<file path="src/rtl/tlc_nway_phase_ctrl.sv">
// tlc_nway_phase_ctrl
// N-phase traffic light controller with tick-based durations, demand-driven
// phase selection and actuated green extension.
// Optional feature: define TLC_EMERGENCY_EN to compile in emergency
// preemption. Without it, emg_req/emg_phase are accepted but ignored.
// Lamp group of phase k sits at lights[3k+2:3k], encoded {R,Y,G}.

module tlc_nway_phase_ctrl #(
  parameter int NUM_PHASES   = 4,
  parameter int TIMER_W      = 8,
  parameter int MIN_GREEN    = 5,
  parameter int MAX_GREEN    = 10,
  parameter int YELLOW_TICKS = 2,
  parameter int ALLRED_TICKS = 1,
  localparam int PW = (NUM_PHASES > 2) ? $clog2(NUM_PHASES) : 1
) (
  input  logic                    clk,
  input  logic                    rst,
  input  logic                    tick_en,
  input  logic [NUM_PHASES-1:0]   veh_req,
  input  logic                    emg_req,
  input  logic [PW-1:0]           emg_phase,
  output logic [3*NUM_PHASES-1:0] lights,
  output logic [PW-1:0]           cur_phase,
  output logic [1:0]              state
);

  localparam int LW  = 3 * NUM_PHASES;
  localparam int PW1 = PW + 1;

  // A programmed duration of zero behaves as a one-tick state, and the green
  // cap can never be shorter than the guaranteed green.
  localparam int MIN_I = (MIN_GREEN < 1) ? 1 : MIN_GREEN;
  localparam int MAX_I = (MAX_GREEN < MIN_I) ? MIN_I : MAX_GREEN;
  localparam int YEL_I = (YELLOW_TICKS < 1) ? 1 : YELLOW_TICKS;
  localparam int AR_I  = (ALLRED_TICKS < 1) ? 1 : ALLRED_TICKS;

  localparam logic [TIMER_W-1:0] T_ONE  = TIMER_W'(1);
  localparam logic [TIMER_W-1:0] MIN_D  = TIMER_W'(MIN_I);
  localparam logic [TIMER_W-1:0] MAX_M1 = TIMER_W'(MAX_I - 1);
  localparam logic [TIMER_W-1:0] YEL_D  = TIMER_W'(YEL_I);
  localparam logic [TIMER_W-1:0] AR_D   = TIMER_W'(AR_I);
  localparam logic [PW-1:0]      LAST_PHASE = PW'(NUM_PHASES - 1);
  localparam logic [LW-1:0]      ALL_RED = {NUM_PHASES{3'b100}};

  typedef enum logic [1:0] {
    ST_ALLRED = 2'b00,
    ST_GREEN  = 2'b01,
    ST_YELLOW = 2'b10
  } state_t;

  state_t                st_q, st_d;
  logic [TIMER_W-1:0]    timer_q, timer_d;
  logic [TIMER_W-1:0]    gcnt_q, gcnt_d;
  logic [PW-1:0]         phase_q, phase_d;
  logic [LW-1:0]         lights_q, lights_d;

  logic [2*NUM_PHASES-1:0] req_dbl;
  logic [NUM_PHASES-1:0]   req_rot;
  logic [NUM_PHASES-1:0]   req_tmp;
  logic [NUM_PHASES-1:0]   own_mask;
  logic                    own_only;
  logic                    found;
  int                      sum;
  logic [PW-1:0]           search_phase;
  logic                    green_done;
  logic                    emg_valid;

  // Lamp image for a given state/phase: every group red except the owner.
  function automatic logic [LW-1:0] lamp_decode(input state_t s, input logic [PW-1:0] p);
    logic [2:0]    grp;
    logic [LW-1:0] mask;
    case (s)
      ST_GREEN:  grp = 3'b001;
      ST_YELLOW: grp = 3'b010;
      default:   grp = 3'b100;
    endcase
    mask = LW'(3'b111) << (int'(p) * 3);
    return (ALL_RED & ~mask) | (LW'(grp) << (int'(p) * 3));
  endfunction

`ifdef TLC_EMERGENCY_EN
  // A preemption request only counts when it names an existing phase.
  assign emg_valid = emg_req && ({1'b0, emg_phase} < PW1'(NUM_PHASES));
`else
  logic unused_emg;
  assign unused_emg = ^{emg_req, emg_phase};
  assign emg_valid  = 1'b0;
`endif

  // Green may only be extended while its own approach is the sole demand.
  assign own_mask   = NUM_PHASES'(1) << phase_q;
  assign own_only   = (veh_req == own_mask);
  assign green_done = (timer_q <= T_ONE) && ((gcnt_q >= MAX_M1) || !own_only);

  // Next phase: first requesting approach after the current one, wrapping
  // round to the current one last; plain rotation when nothing is requested.
  always_comb begin
    req_dbl = {veh_req, veh_req};
    req_rot = NUM_PHASES'(req_dbl >> (int'(phase_q) + 1));
    req_tmp = '0;
    found   = 1'b0;
    sum     = int'(phase_q) + 1;
    for (int j = 0; j < NUM_PHASES; j++) begin
      req_tmp = req_rot >> j;
      if (!found && req_tmp[0]) begin
        found = 1'b1;
        sum   = int'(phase_q) + 1 + j;
      end
    end
    if (sum >= NUM_PHASES) begin
      sum = sum - NUM_PHASES;
    end
    search_phase = PW'(sum);
  end

  // Next-state, timer and lamp image; only emergency preemption and hold act
  // between ticks, everything else waits for tick_en.
  always_comb begin
    st_d    = st_q;
    timer_d = timer_q;
    gcnt_d  = gcnt_q;
    phase_d = phase_q;
    case (st_q)
      ST_ALLRED: begin
        if (tick_en) begin
          if (timer_q <= T_ONE) begin
            st_d    = ST_GREEN;
            timer_d = MIN_D;
            gcnt_d  = '0;
            phase_d = emg_valid ? emg_phase : search_phase;
          end else begin
            timer_d = timer_q - T_ONE;
          end
        end
      end
      ST_GREEN: begin
        if (emg_valid && (emg_phase != phase_q)) begin
          st_d    = ST_YELLOW;
          timer_d = YEL_D;
        end else if (emg_valid) begin
          timer_d = MIN_D;
          gcnt_d  = '0;
        end else if (tick_en) begin
          if (green_done) begin
            st_d    = ST_YELLOW;
            timer_d = YEL_D;
          end else begin
            if (timer_q > T_ONE) begin
              timer_d = timer_q - T_ONE;
            end
            if (gcnt_q != '1) begin
              gcnt_d = gcnt_q + T_ONE;
            end
          end
        end
      end
      ST_YELLOW: begin
        if (tick_en) begin
          if (timer_q <= T_ONE) begin
            st_d    = ST_ALLRED;
            timer_d = AR_D;
          end else begin
            timer_d = timer_q - T_ONE;
          end
        end
      end
      default: begin
        st_d    = ST_ALLRED;
        timer_d = AR_D;
      end
    endcase
    lights_d = lamp_decode(st_d, phase_d);
  end

  // State and registered lamp outputs; reset forces all-red immediately.
  always_ff @(posedge clk or negedge rst) begin
    if (!rst) begin
      st_q     <= ST_ALLRED;
      timer_q  <= AR_D;
      gcnt_q   <= '0;
      phase_q  <= LAST_PHASE;
      lights_q <= ALL_RED;
    end else begin
      st_q     <= st_d;
      timer_q  <= timer_d;
      gcnt_q   <= gcnt_d;
      phase_q  <= phase_d;
      lights_q <= lights_d;
    end
  end

  assign lights    = lights_q;
  assign cur_phase = phase_q;
  assign state     = st_q;

endmodule

</file>
<file path="config.mk">
export PLATFORM = sky130hd
export DESIGN_NAME = tlc_nway_phase_ctrl
export DESIGN_NICKNAME = d
export VERILOG_FILES = /design/src/rtl/tlc_nway_phase_ctrl.sv
export SDC_FILE = /design/constraint.sdc
export NUM_CORES = 1
export LEC_CHECK = 0
export ABC_AREA = 1
export CORE_MARGIN = 2
export CORE_UTILIZATION = 47
export CTS_CLUSTER_DIAMETER = 80
export DETAILED_ROUTE_END_ITERATION = 8
export DONT_BUFFER_PORTS = 1
export GPL_ROUTABILITY_DRIVEN = 0
export PLACE_DENSITY_LB_ADDON = 0.12
export SYNTH_ARGS = -nofsm -noshare
export SYNTH_HDL_FRONTEND = slang
export SYNTH_SLANG_ARGS = --single-unit
</file>
<file path="constraint.sdc">
create_clock -name clk -period 2.86 [get_ports clk]
set_clock_uncertainty 0.15 [all_clocks]
set_input_delay 0.429 -clock clk [delete_from_list [all_inputs] [get_ports clk]]
set_output_delay 0.429 -clock clk [all_outputs]
set_load 0.1 [all_outputs]
</file>
# Yosys cells after proc, flatten, opt, wreduce, memory -nomap -nowiden
# Cells that the tools add are included.
dict set report totals {
  reg_bits 32
  out_inout_bits 16
  input_bits 10
  word_cells 81
}
dict set report classes {
  n_eq_ne 13
  add_sub_neg 7
  n_bitwise 2
  n_mux 32
  multipliers 1
  shifts 4
  n_reduce_logical 13
  n_lt_le_gt_ge 4
}
# operator n
set op_table {}
lappend op_table {{$mux 32} 3}
lappend op_table {{$mux 8} 12}
lappend op_table {{$add 32x2->32 const B} 1}
lappend op_table {{$add 32x3->32 const B} 1}
lappend op_table {{$ge 32x4->1 const B} 1}
lappend op_table {{$shl 3x32->12 const A} 1}
lappend op_table {{$shr 8x32->4} 1}
lappend op_table {{$pmux 8 s3} 1}
lappend op_table {{$mux 2} 10}
lappend op_table {{$pmux 8 s2} 1}
lappend op_table {{$ne 2x2->1 const B} 6}
lappend op_table {{$not 12->12} 1}
lappend op_table {{$or 12x12->12} 1}
lappend op_table {{$shl 3x4->12} 1}
lappend op_table {{$add 8x1->8 const B} 1}
lappend op_table {{$ge 8x4->1 const B} 1}
lappend op_table {{$gt 8x1->1 const B} 1}
lappend op_table {{$le 8x1->1 const B} 1}
lappend op_table {{$ne 8x8->1 const B} 1}
lappend op_table {{$sub 8x1->8 const B} 1}
lappend op_table {{$pmux 2 s3} 1}
lappend op_table {{$pmux 3 s2} 1}
lappend op_table {{$reduce_and 6->1} 1}
lappend op_table {{$add 3x2->4 const B} 1}
lappend op_table {{other kinds (15)} 25}

# Depth between registers and ports, before layout
# Gate-level depths: netlist of run 1.
dict set report logic_depth {
  depth_word 21
  mapped_depth 14
  mapped_depth_nobuf 14
}

# Worst setup path after synthesis of run 1
# OpenSTA, ideal clock, no wires.
dict set report synth_timing {
  kind {register to register}
  from {reg phase_q[0] (netlist: cur_phase[0])}
  to {reg lights_q[8] (netlist: lights[8])}
  n_path_buf 0
  period_less_slack_ns 2.851
  arrival_ns 2.613
  path_slack_ns 0.009
  stages_incl_launch_ff 12
  cell_sequence {dfstp_2 > inv_2 > ha_1 > xnor2_1 > nand4_1 > o21ai_2 > inv_2 > nand2_1 > o21ai_0 > ha_1 > nor2_1 > nand3_1}
}
# element line
set synth_rtl {}
lappend synth_rtl {{start: declaration} 55} ;# logic [PW-1:0] phase_q, phase_d;
lappend synth_rtl {{start signal: assignment} 188} ;# phase_q <= phase_d;
lappend synth_rtl {{$shl 1x2->4 (*)} 92} ;# assign own_mask = NUM_PHASES'(1) << phase_q;
lappend synth_rtl {{$eq 4x4->1 (*)} 93} ;# assign own_only = (veh_req == own_mask);
lappend synth_rtl {{$logic_not 1->1 (*)} 94} ;# assign green_done = (timer_q <= T_ONE) && ((gcnt_q >= MAX_M1) || !own_only);
lappend synth_rtl {{$logic_or 1x1->1 (*)} 94}
lappend synth_rtl {{$logic_and 1x1->1 (*)} 94}
lappend synth_rtl {{$mux 2 (*)} 145} ;# if (green_done) begin
lappend synth_rtl {{$mux 2 (*)} 144} ;# end else if (tick_en) begin
lappend synth_rtl {{$pmux 2 s3 (*)} 124} ;# case (st_q)
lappend synth_rtl {{net st_d[1]} 52} ;# state_t st_q, st_d;
lappend synth_rtl {{$eq 2x2->1 / $eq 2x1->1 (equally long branches)} 73} ;# case (s)
lappend synth_rtl {{$pmux 3 s2 (*)} 73}
lappend synth_rtl {{$shl 3x4->12 (*)} 79} ;# return (ALL_RED & ~mask) | (LW'(grp) << (int'(p) * 3));
lappend synth_rtl {{$or 12x12->12 (*)} 79}
lappend synth_rtl {{net lights_d[8]} 56} ;# logic [LW-1:0] lights_q, lights_d;
lappend synth_rtl {{end signal: assignment} 189} ;# lights_q <= lights_d;
lappend synth_rtl {{end: declaration} 56}
# The timed path passes the listed nets; every way through them passes the cells marked *.
# A chain may end at the register's enable or synchronous reset.

# Worst setup path in the final report of run 1
# Ends and elaborated chain as after synthesis.

==> results.cfg, run 1 <==
[setup_path]
rr_startpoint = cur_phase[0]
crit_path_max_fanout = 9
regToRegEndpoint = lights[8]
critical_path.max_stage_delay_ns = 0.61
cp_num_cells = 11
worst_path_max_delay_cell = dfstp_2
worstPathRequired_ns = 2.92
worstSetupStartpoint = cur_phase[0]
path_buf_inv = 2
ff2ff_setup_slack_ns = 0.20
start_kind = register
reg2regPathDepth = 11
crit_type = reg -> reg
endpoint_kind = register
critPathTopFamily = flip-flops
arrival_ns = 2.71
path_cells = inv_2 > ha_1 > xnor2_1 > nand4_1 > o21ai_4 > inv_2 > nand2_1 > o21ai_0 > ha_1 > nor2_1 > nand3_1
cp-endpoint = lights[8]

[place]
dp_slack_ns = 0.153
placed_area_um2 = 2270
hpwl_mm = 3.18
io_buffers = 0

[global_route]
grt.total_usage_pct = 18.4
antenna_found_initial = 0
overflow = 0
grt_max_degree = 33
grt_pass1_wl_mm = 7.55
grt_pass1_vias = 1588

[synthesis]
synth_cells = 283
netlist_area_um2 = 2190
synth_fp_nets = 304
synth_seq_cells = 32
synth_cell_type_count = 32
yosys.area.top_type_share_pct = 28.5
synth_top_area_cell = dfrtp_1
yosys_warnings = 0
yosys-top-cells-area = dfrtp_1, nand2_1, dfstp_2
avgSynthCellArea_um2 = 7.75
ys_seq_area_share_pct = 36.9

[clock_network]
cts_buffers = 5
clock_sinks = 32
cts_tree = yes
path_clk_slew_ns = 0.07
clock-root-buffer = clkbuf_8
clk_path_buf_depth = 2
insertion_delay_ns = 0.28
cts_htree_levels = 2

[final_layout]
final_util_pct = 54.6
layout-area-overhead-vs-synth_pct = 9.81
n_antenna_cell = 0
final_nets = 315
drive_gt1_share_pct = 20.7
final_area_um2 = 2410

[power]
power.density_nw_per_um2 = 1130
leakage_nw = 1.17
ir_worst_vdd_uv = 750

[run]
maxCapViolations = 0

[timing]
drv_slew = 0
period_minus_slack_ns = 2.66
setup_viol = 0
rsz0062_at_grt = no
post-route-period-util_pct = 92.9
hold_viol_final = 0
worst_pin_slew_ns = 0.887
layout_setup_ws_ns = 0.202
tns_ns = 0
hold_ws_ns = 0.212
max_freq_mhz = 376
relSlewSlack_pct = 40.9

[detailed_routing]
antenna_left = 0
drc_errors = 0
num_vias = 1763
drt_wl_total_mm = 4.35
first_pass_iters = 4
drtIter0Drc = 61
detail_route.wl_per_cell_um = 12.5
vias_per_cell = 5.08

[die]
rows = 24
die_y_um = 72.3
dieArea_um2 = 5230
ios = 26
start_util_pct = 49.7
die_x_um = 72.3
coreArea_um2 = 4410

[hold_path]
hold_class = in -> reg

[run_status]
status = complete, no violations
==> metal layers <==
| layer | wire length, um | share of wire, % | vias up | track usage (%) |
|---|---|---|---|---|
| li1 | - | - | 931 | - |
| met1 | 2140 | 49 | 812 | 26.1 |
| met2 | 2040 | 47 | 16 | 27.8 |
| met3 | 134 | 3.1 | 4 | 4.86 |
| met4 | 34 | 0.78 | 0 | 5.03 |
| met5 | 0 | 0 | - | 0 |
==> per-stage QoR <==
| stage | std cells | total power, mW |
|---|---|---|
| detailed placement | 336 | 2.35 |
| CTS | 346 | 2.74 |
| global placement | 336 | 2.33 |
| global route | 347 | 2.95 |
| floorplan | 283 | 2.11 |
| finish | 347 | 2.71 |
==> sequential cells by signal, summed over array words and instances, names as in the netlist <==
signal     cells
timer_q        8
state          2
lights        12
cur_phase      2
gcnt_q         8
==> kinds of logic (layout without fill, tap and decap cells) <==
logic type      after synthesis  count (layout)  synth area share [%]
simple gates                170             170                  37.5
flops                        32              32                  36.9
buf+inv                      32              44                  6.22
compound gates               25              25                  7.87
xor+xnor                     13              13                  5.19
fa+ha+maj                    11              11                  6.27
==> worst register-to-register path, stage by stage, from the launching register on <==
cell and delay (ns):
dfstp_2 0.61, inv_2 0.11, ha_1 0.22, xnor2_1 0.15
nand4_1 0.25, o21ai_4 0.23, inv_2 0.08, nand2_1 0.06
o21ai_0 0.14, ha_1 0.35, nor2_1 0.15, nand3_1 0.09
==> power by group <==
| group | total [mW] | internal, mW | switching [mW] |
|---|---|---|---|
| Combinational | 1.40 | 0.457 | 0.947 |
| Sequential | 0.953 | 0.597 | 0.355 |
| Clock | 0.358 | 0.172 | 0.186 |
| Total | 2.71 | 1.23 | 1.49 |
==> cell usage after synthesis, drive strengths merged <==
master / count
nand2: 90
nand3: 38
nor2: 29
inv: 27
dfrtp: 25
o21ai: 18
ha: 11
xor2: 8
dfstp: 7
a21oi: 5
xnor2: 5
nand4: 4
buf: 3
nand3b: 3
nor3: 3
or2: 3
clkbuf: 2
o211ai: 1
o31ai: 1
==> worst min path at each step <==
stage,from,slack [ns],cells after the start,to
after floorplan,rst,-0.02,0,gcnt_q[0]
after detailed placement,rst,-0.02,0,timer_q[3]
final,tick_en,0.21,2,timer_q[3]
after global routing,tick_en,0.21,2,timer_q[3]
after global placement,rst,-0.02,0,timer_q[7]
after CTS,tick_en,0.21,2,timer_q[3]
==> final cells by class <==
cell class | instances | area, um^2
fill | 424 | 2010
multi-input combinational | 219 | 1250
sequential | 32 | 810
inverter | 27 | 104
timing repair buffer | 9 | 82.6
clock buffer | 5 | 68.8
tap | 52 | 65.1
clock inverter | 3 | 23.8
==> timing repair <==
action	CTS	global route
setup endpoints to repair	0	4
endpoints found under the hold margin	32	0
hold buffers	2	0
setup buffers	0	1
resized for setup	0	1
==> cell usage in the layout, fill, tap and decap left out, drive strengths merged, types with 4 or more instances in the layout <==
master and n:
xnor2 5, ha 11, dfstp 7, buf 8, a21oi 5, nor2 29, nand2 90, nand4 4
dfrtp 25, o21ai 18, inv 27, nand3 38, xor2 8, clkbuf 5
No activity file was read; power rests on OpenSTA's default activity.
==> run 2, diff against run 1 <==
CELL_PAD_IN_SITES_DETAIL_PLACEMENT = 1   (was not set)
CELL_PAD_IN_SITES_GLOBAL_PLACEMENT = 1   (was not set)
==> results.cfg, run 2 (same netlist as run 1, synthesis figures left out) <==
[setup_path]
rr_startpoint = cur_phase[0]
crit_path_max_fanout = 9
critical_path.max_stage_delay_ns = 0.61
cp_num_cells = 11
path_buf_inv = 2
worstPathRequired_ns = 2.92
crit_type = reg -> reg
critPathTopFamily = flip-flops
endpoint_kind = register
worst_path_max_delay_cell = dfstp_2
ff2ff_setup_slack_ns = 0.21
start_kind = register
regToRegEndpoint = lights[8]
reg2regPathDepth = 11
arrival_ns = 2.71
path_cells = inv_2 > ha_1 > xnor2_1 > nand4_1 > o21ai_2 > inv_2 > nand2_1 > o21ai_1 > ha_1 > nor2_1 > nand3_1

[clock_network]
insertion_delay_ns = 0.29
cts_buffers = 5
path_clk_slew_ns = 0.08
clock_sinks = 32
cts_tree = yes
clk_path_buf_depth = 2
clock-root-buffer = clkbuf_8
cts_htree_levels = 2

[detailed_routing]
met1Wirelength_mm = 2.55
drt_wl_total_mm = 5.48
top_layer = met4
vias_per_cell = 5.33
drtIter0Drc = 96
met2_length_mm = 2.74
detail_route.wl_per_cell_um = 15.7
drc_errors = 0
met3_length_um = 146
antenna_left = 0
first_pass_iters = 4
num_vias = 1866

[place]
io_buffers = 0
place_inst = 337
hpwl_mm = 3.87

[die]
die_x_um = 72.3
ios = 26
start_util_pct = 49.7
rows = 24
coreArea_um2 = 4410
die_y_um = 72.3
dieArea_um2 = 5230

[final_layout]
n_antenna_cell = 0
multi_input_area_um2 = 1250
largest_reg_flops = 12
layout.cells.non_filler = 350
final_common_cell = nand2_1
drive_gt1_share_pct = 21.5
final_cell_mix = nand2_1, nand3_1, dfrtp_1
nFillCells = 555
seq_area_um2 = 810
final_nets = 318
layout-area-overhead-vs-synth_pct = 11.5

[power]
power.density_nw_per_um2 = 1190
swShare_pct = 53.8
seq_power_share_pct = 32.7
finalPower_mw = 2.90
switching_power_mw = 1.56
p_comb_share_pct = 51.6
leakage_nw = 1.20
p_clk_share_pct = 15.7
ir_worst_vdd_uv = 704
p_int_mw = 1.34

[timing]
drv_slew = 0
rsz0062_at_grt = no
worst_pin_slew_ns = 0.876
period_minus_slack_ns = 2.65
post-route-period-util_pct = 92.7
relSlewSlack_pct = 41.6
hold_viol_final = 0
max_freq_mhz = 377
setup_viol = 0
tns_ns = 0

[global_route]
grt_pass1_wl_mm = 9.45
grt_pass1_vias = 1991
grt_max_degree = 33
grt.total_usage_pct = 23.2
overflow = 0
antenna_found_initial = 0

[hold_path]
min_to = timer_q[3]
hp-start = tick_en
hold_class = in -> reg
min_path_cells = 2

[run_status]
status = complete, no violations

[run]
maxCapViolations = 0
==> run 2: power groups by stage <==
stage          logic [mW]  clock network, mW  registers (mW)
2_1_floorplan        1.00                  0            1.10
3_3_place_gp         1.39                  0           0.967
3_5_place_dp         1.44                  0           0.972
4_1_cts              1.46              0.467           0.965
5_1_grt              1.69              0.483           0.970
6_report             1.50              0.456           0.950
==> run 2: layout make-up <==
type | count | share of cell area, %
repair buffers | 12 | 4.30
clock inverters | 3 | 1.89
flip-flops and latches | 32 | 33.1
multi-input cells | 219 | 51.0
clock buffers | 5 | 2.81
inverters | 27 | 4.25
well taps | 52 | 2.66
==> run 2: timing repair <==
| item | 4_1_cts | 5_1_grt |
|---|---|---|
| setup endpoints to repair | 0 | 10 |
| resized for setup | 0 | 1 |
| buffers inserted | 0 | 3 |
| endpoints found under the hold margin | 32 | 0 |
| hold buffers | 2 | 0 |
==> run 2: through the flow <==
step | util, % | setup slack [ns] | cell area [um^2] | hold WS (ns)
2_1_floorplan | - | 0.00901 | 2190 | -0.0166
3_3_place_gp | 51.6 | 0.144 | 2280 | -0.0157
3_5_place_dp | 51.6 | 0.0176 | 2280 | -0.0157
4_1_cts | 54.9 | 0.00678 | 2420 | 0.209
5_1_grt | 55.4 | 0.0321 | 2450 | 0.204
6_report | 55.4 | 0.208 | 2450 | 0.200
==> run 2: layer usage <==
layer / vias to the layer above / track usage [%]
met1: 908 / 29.1
li1: 932 / -
met2: 22 / 40.9
met5: - / 0
met4: 0 / 5.66
met3: 4 / 4.72
==> run 2: worst max-delay path by stage <==
stage / end / from / slack, ns
floorplan: lights[8] / cur_phase[0] / 0.009
global placement: lights[8] / cur_phase[1] / 0.14
detailed placement: lights[8] / cur_phase[1] / 0.02
CTS: lights[8] / cur_phase[1] / 0.007
global route: lights[8] / cur_phase[0] / 0.03
finish: lights[8] / cur_phase[0] / 0.21
==> run 3, diff against run 2 <==
ABC_AREA = not set   (was 1)
PLACE_DENSITY = 0.8   (was not set)
PLACE_DENSITY_LB_ADDON = not set   (was 0.12)
==> results.cfg, run 3 <==
[setup_path]
crit_type = reg -> reg
worst_path_max_delay_cell = dfstp_2
arrival_ns = 2.81
crit_top_cell = ha_1
endpoint_kind = register
crit_path_max_fanout = 12
start_kind = register
path_cells = inv_1 > ha_1 > or2_4 > and3_1 > buf_4 > nand2_2 > o21ai_0 > ha_1 > or3_1
path_buf_inv = 2
critPathTopFamily = simple AND/OR/NAND/NOR gates
worstPathRequired_ns = 2.91
critical_path.max_stage_delay_ns = 0.55

[place]
io_buffers = 0
hpwl_mm = 3.55
dp_slack_ns = 0.127
placed_area_um2 = 2090
place_inst = 252

[clock_network]
cts_buffers = 5
cts_setup_buffers = 0
path_clk_slew_ns = 0.06
clock-root-buffer = clkbuf_8
cts_htree_levels = 2
clock_sinks = 32
clk_path_buf_depth = 2
cts_tree = yes
insertion_delay_ns = 0.28

[final_layout]
n_antenna_cell = 0
drive_gt1_share_pct = 22.2
final_area_um2 = 2270
layout-area-overhead-vs-synth_pct = 15.3
largest_reg_flops = 12
final_nets = 232
final_cell_mix = dfrtp_1, nor2_1, and3_1
nFillCells = 456
final_common_cell = dfrtp_1
layout.cells.non_filler = 262

[timing]
relSlewSlack_pct = 41.6
setup_viol = 0
max_freq_mhz = 363
hold_ws_ns = 0.143
layout_setup_ws_ns = 0.102
hold_viol_final = 0
period_minus_slack_ns = 2.76
drv_slew = 0
worst_pin_slew_ns = 0.877
post-route-period-util_pct = 96.4

[synthesis]
synth_cells = 199
yosys.area.top_type_share_pct = 31.8
netlist_area_um2 = 1970
synth_top_area_cell = dfrtp_1
synth_fp_nets = 220
yosys-top-cells-area = dfrtp_1, dfstp_2, ha_1
synth_xor_area_share_pct = 1.78
synth_cell_type_count = 58
yosysMostFrequentCell = dfrtp_1
synth_edf_count = 0
synth_seq_cells = 32
synth_mux_area_share_pct = 1.02
yosys.area_share.simple_pct = 24.9
synth-adder-area-share_pct = 6.99
synth-main-ff-cell = dfrtp_1
synth_compound_area_share_pct = 19.8
synth_top_family_by_area = simple AND/OR/NAND/NOR gates
synthArstFlopShare_pct = 100
ys_seq_area_share_pct = 41.1
synth_common_cells = dfrtp_1, nor2_1, and3_1, inv_1
yosys_warnings = 0
avgSynthCellArea_um2 = 9.90

[detailed_routing]
num_vias = 1610
detail_route.wl_per_cell_um = 19.8
drt_wl_total_mm = 5.19
met2_length_mm = 2.62
top_layer = met4
drtIter0Drc = 53
met1Wirelength_mm = 2.35
vias_per_cell = 6.15
antenna_left = 0
drc_errors = 0
first_pass_iters = 4
met3_length_um = 166

[power]
power.density_nw_per_um2 = 1200
ir_worst_vdd_uv = 709
seq_power_share_pct = 40.6
leakage_nw = 1.00
p_clk_share_pct = 17.5
switching_power_mw = 1.36
p_comb_share_pct = 41.9
p_int_mw = 1.36
swShare_pct = 50.0
finalPower_mw = 2.71

[die]
ios = 26
die_y_um = 68.7
die_x_um = 68.7
coreArea_um2 = 4030
dieArea_um2 = 4720
rows = 23
start_util_pct = 48.9

[run_status]
status = complete, no violations

[global_route]
grt_max_degree = 33
overflow = 0
antenna_found_initial = 0
grt_pass1_vias = 1700
grt_pass1_wl_mm = 8.37
grt.total_usage_pct = 24.5

[run]
maxCapViolations = 0

[hold_path]
hold_class = in -> reg
-- run 3: cell count changes in the layout (fill, tap and decap cells not counted), sizes merged, moves of 5 or more --
cell / change
nand3: -31
o21ai: -7
or4: +5
and3: +12
o31ai: +10
or3: +6
nor2: -16
nand2: -81
inv: -15
xnor2: -5
-- run 3: routing by layer --
layer | vias up | GRT usage (%)
met5 | - | 0
met4 | 0 | 9.56
met3 | 6 | 5.19
met2 | 29 | 39.9
met1 | 815 | 31.9
li1 | 760 | -
-- run 3: repair_timing --
item,in CTS,in global routing
setup endpoints to repair,0,4
hold buffers,2,0
gates resized for setup,0,5
hold endpoints to repair,32,0
-- run 3: cell families after synthesis --
| kind of cell | Yosys count |
|---|---|
| adders and majority gates | 11 |
| and+or+nand+nor | 78 |
| xor gates and xnor gates | 4 |
| buffers and inverters | 20 |
| AOI/OAI and AO/OA | 52 |
| muxes | 2 |
| DFF | 32 |
-- run 3: cell type report --
cell class / instances / area [um^2] / area share [%]
timing repair buffer: 12 / 105 / 4.63
sequential: 32 / 817 / 36.0
multi-input combinational: 147 / 1110 / 48.9
clock inverter: 1 / 30.0 / 1.32
tap: 50 / 62.6 / 2.75
clock buffer: 7 / 96.3 / 4.24
inverter: 13 / 48.8 / 2.15
-- run 3: worst paths after layout --
| path | slack, ns | from | end | depth (start not counted) |
|---|---|---|---|---|
| worst max-delay path | 0.10 | timer_q[0] | lights[11] | 9 |
| worst min-delay path | 0.14 | tick_en | timer_q[1] | 2 |
| worst max register to register | 0.10 | timer_q[0] | lights[11] | 9 |
| worst min register to register | 0.38 | timer_q[3] | timer_q[3] | 1 |
| max in group asynchronous | 1.87 | rst | timer_q[0] | 2 |
| min in group asynchronous | 0.44 | rst | gcnt_q[0] | 2 |
-- run 3: metrics by stage --
step,setup TNS [ns],util (%)
2_1_floorplan,0,-
3_3_place_gp,0,51.9
3_5_place_dp,0,51.9
4_1_cts,0,55.7
5_1_grt,-0.000125,56.4
6_report,0,56.4
-- run 3: power groups by stage --
stage / clock network, mW / logic [mW] / registers, mW
6_report: 0.475 / 1.14 / 1.10
5_1_grt: 0.509 / 1.24 / 1.13
4_1_cts: 0.483 / 1.12 / 1.10
3_5_place_dp: 0 / 1.09 / 1.10
3_3_place_gp: 0 / 1.01 / 1.08
2_1_floorplan: 0 / 0.701 / 1.19
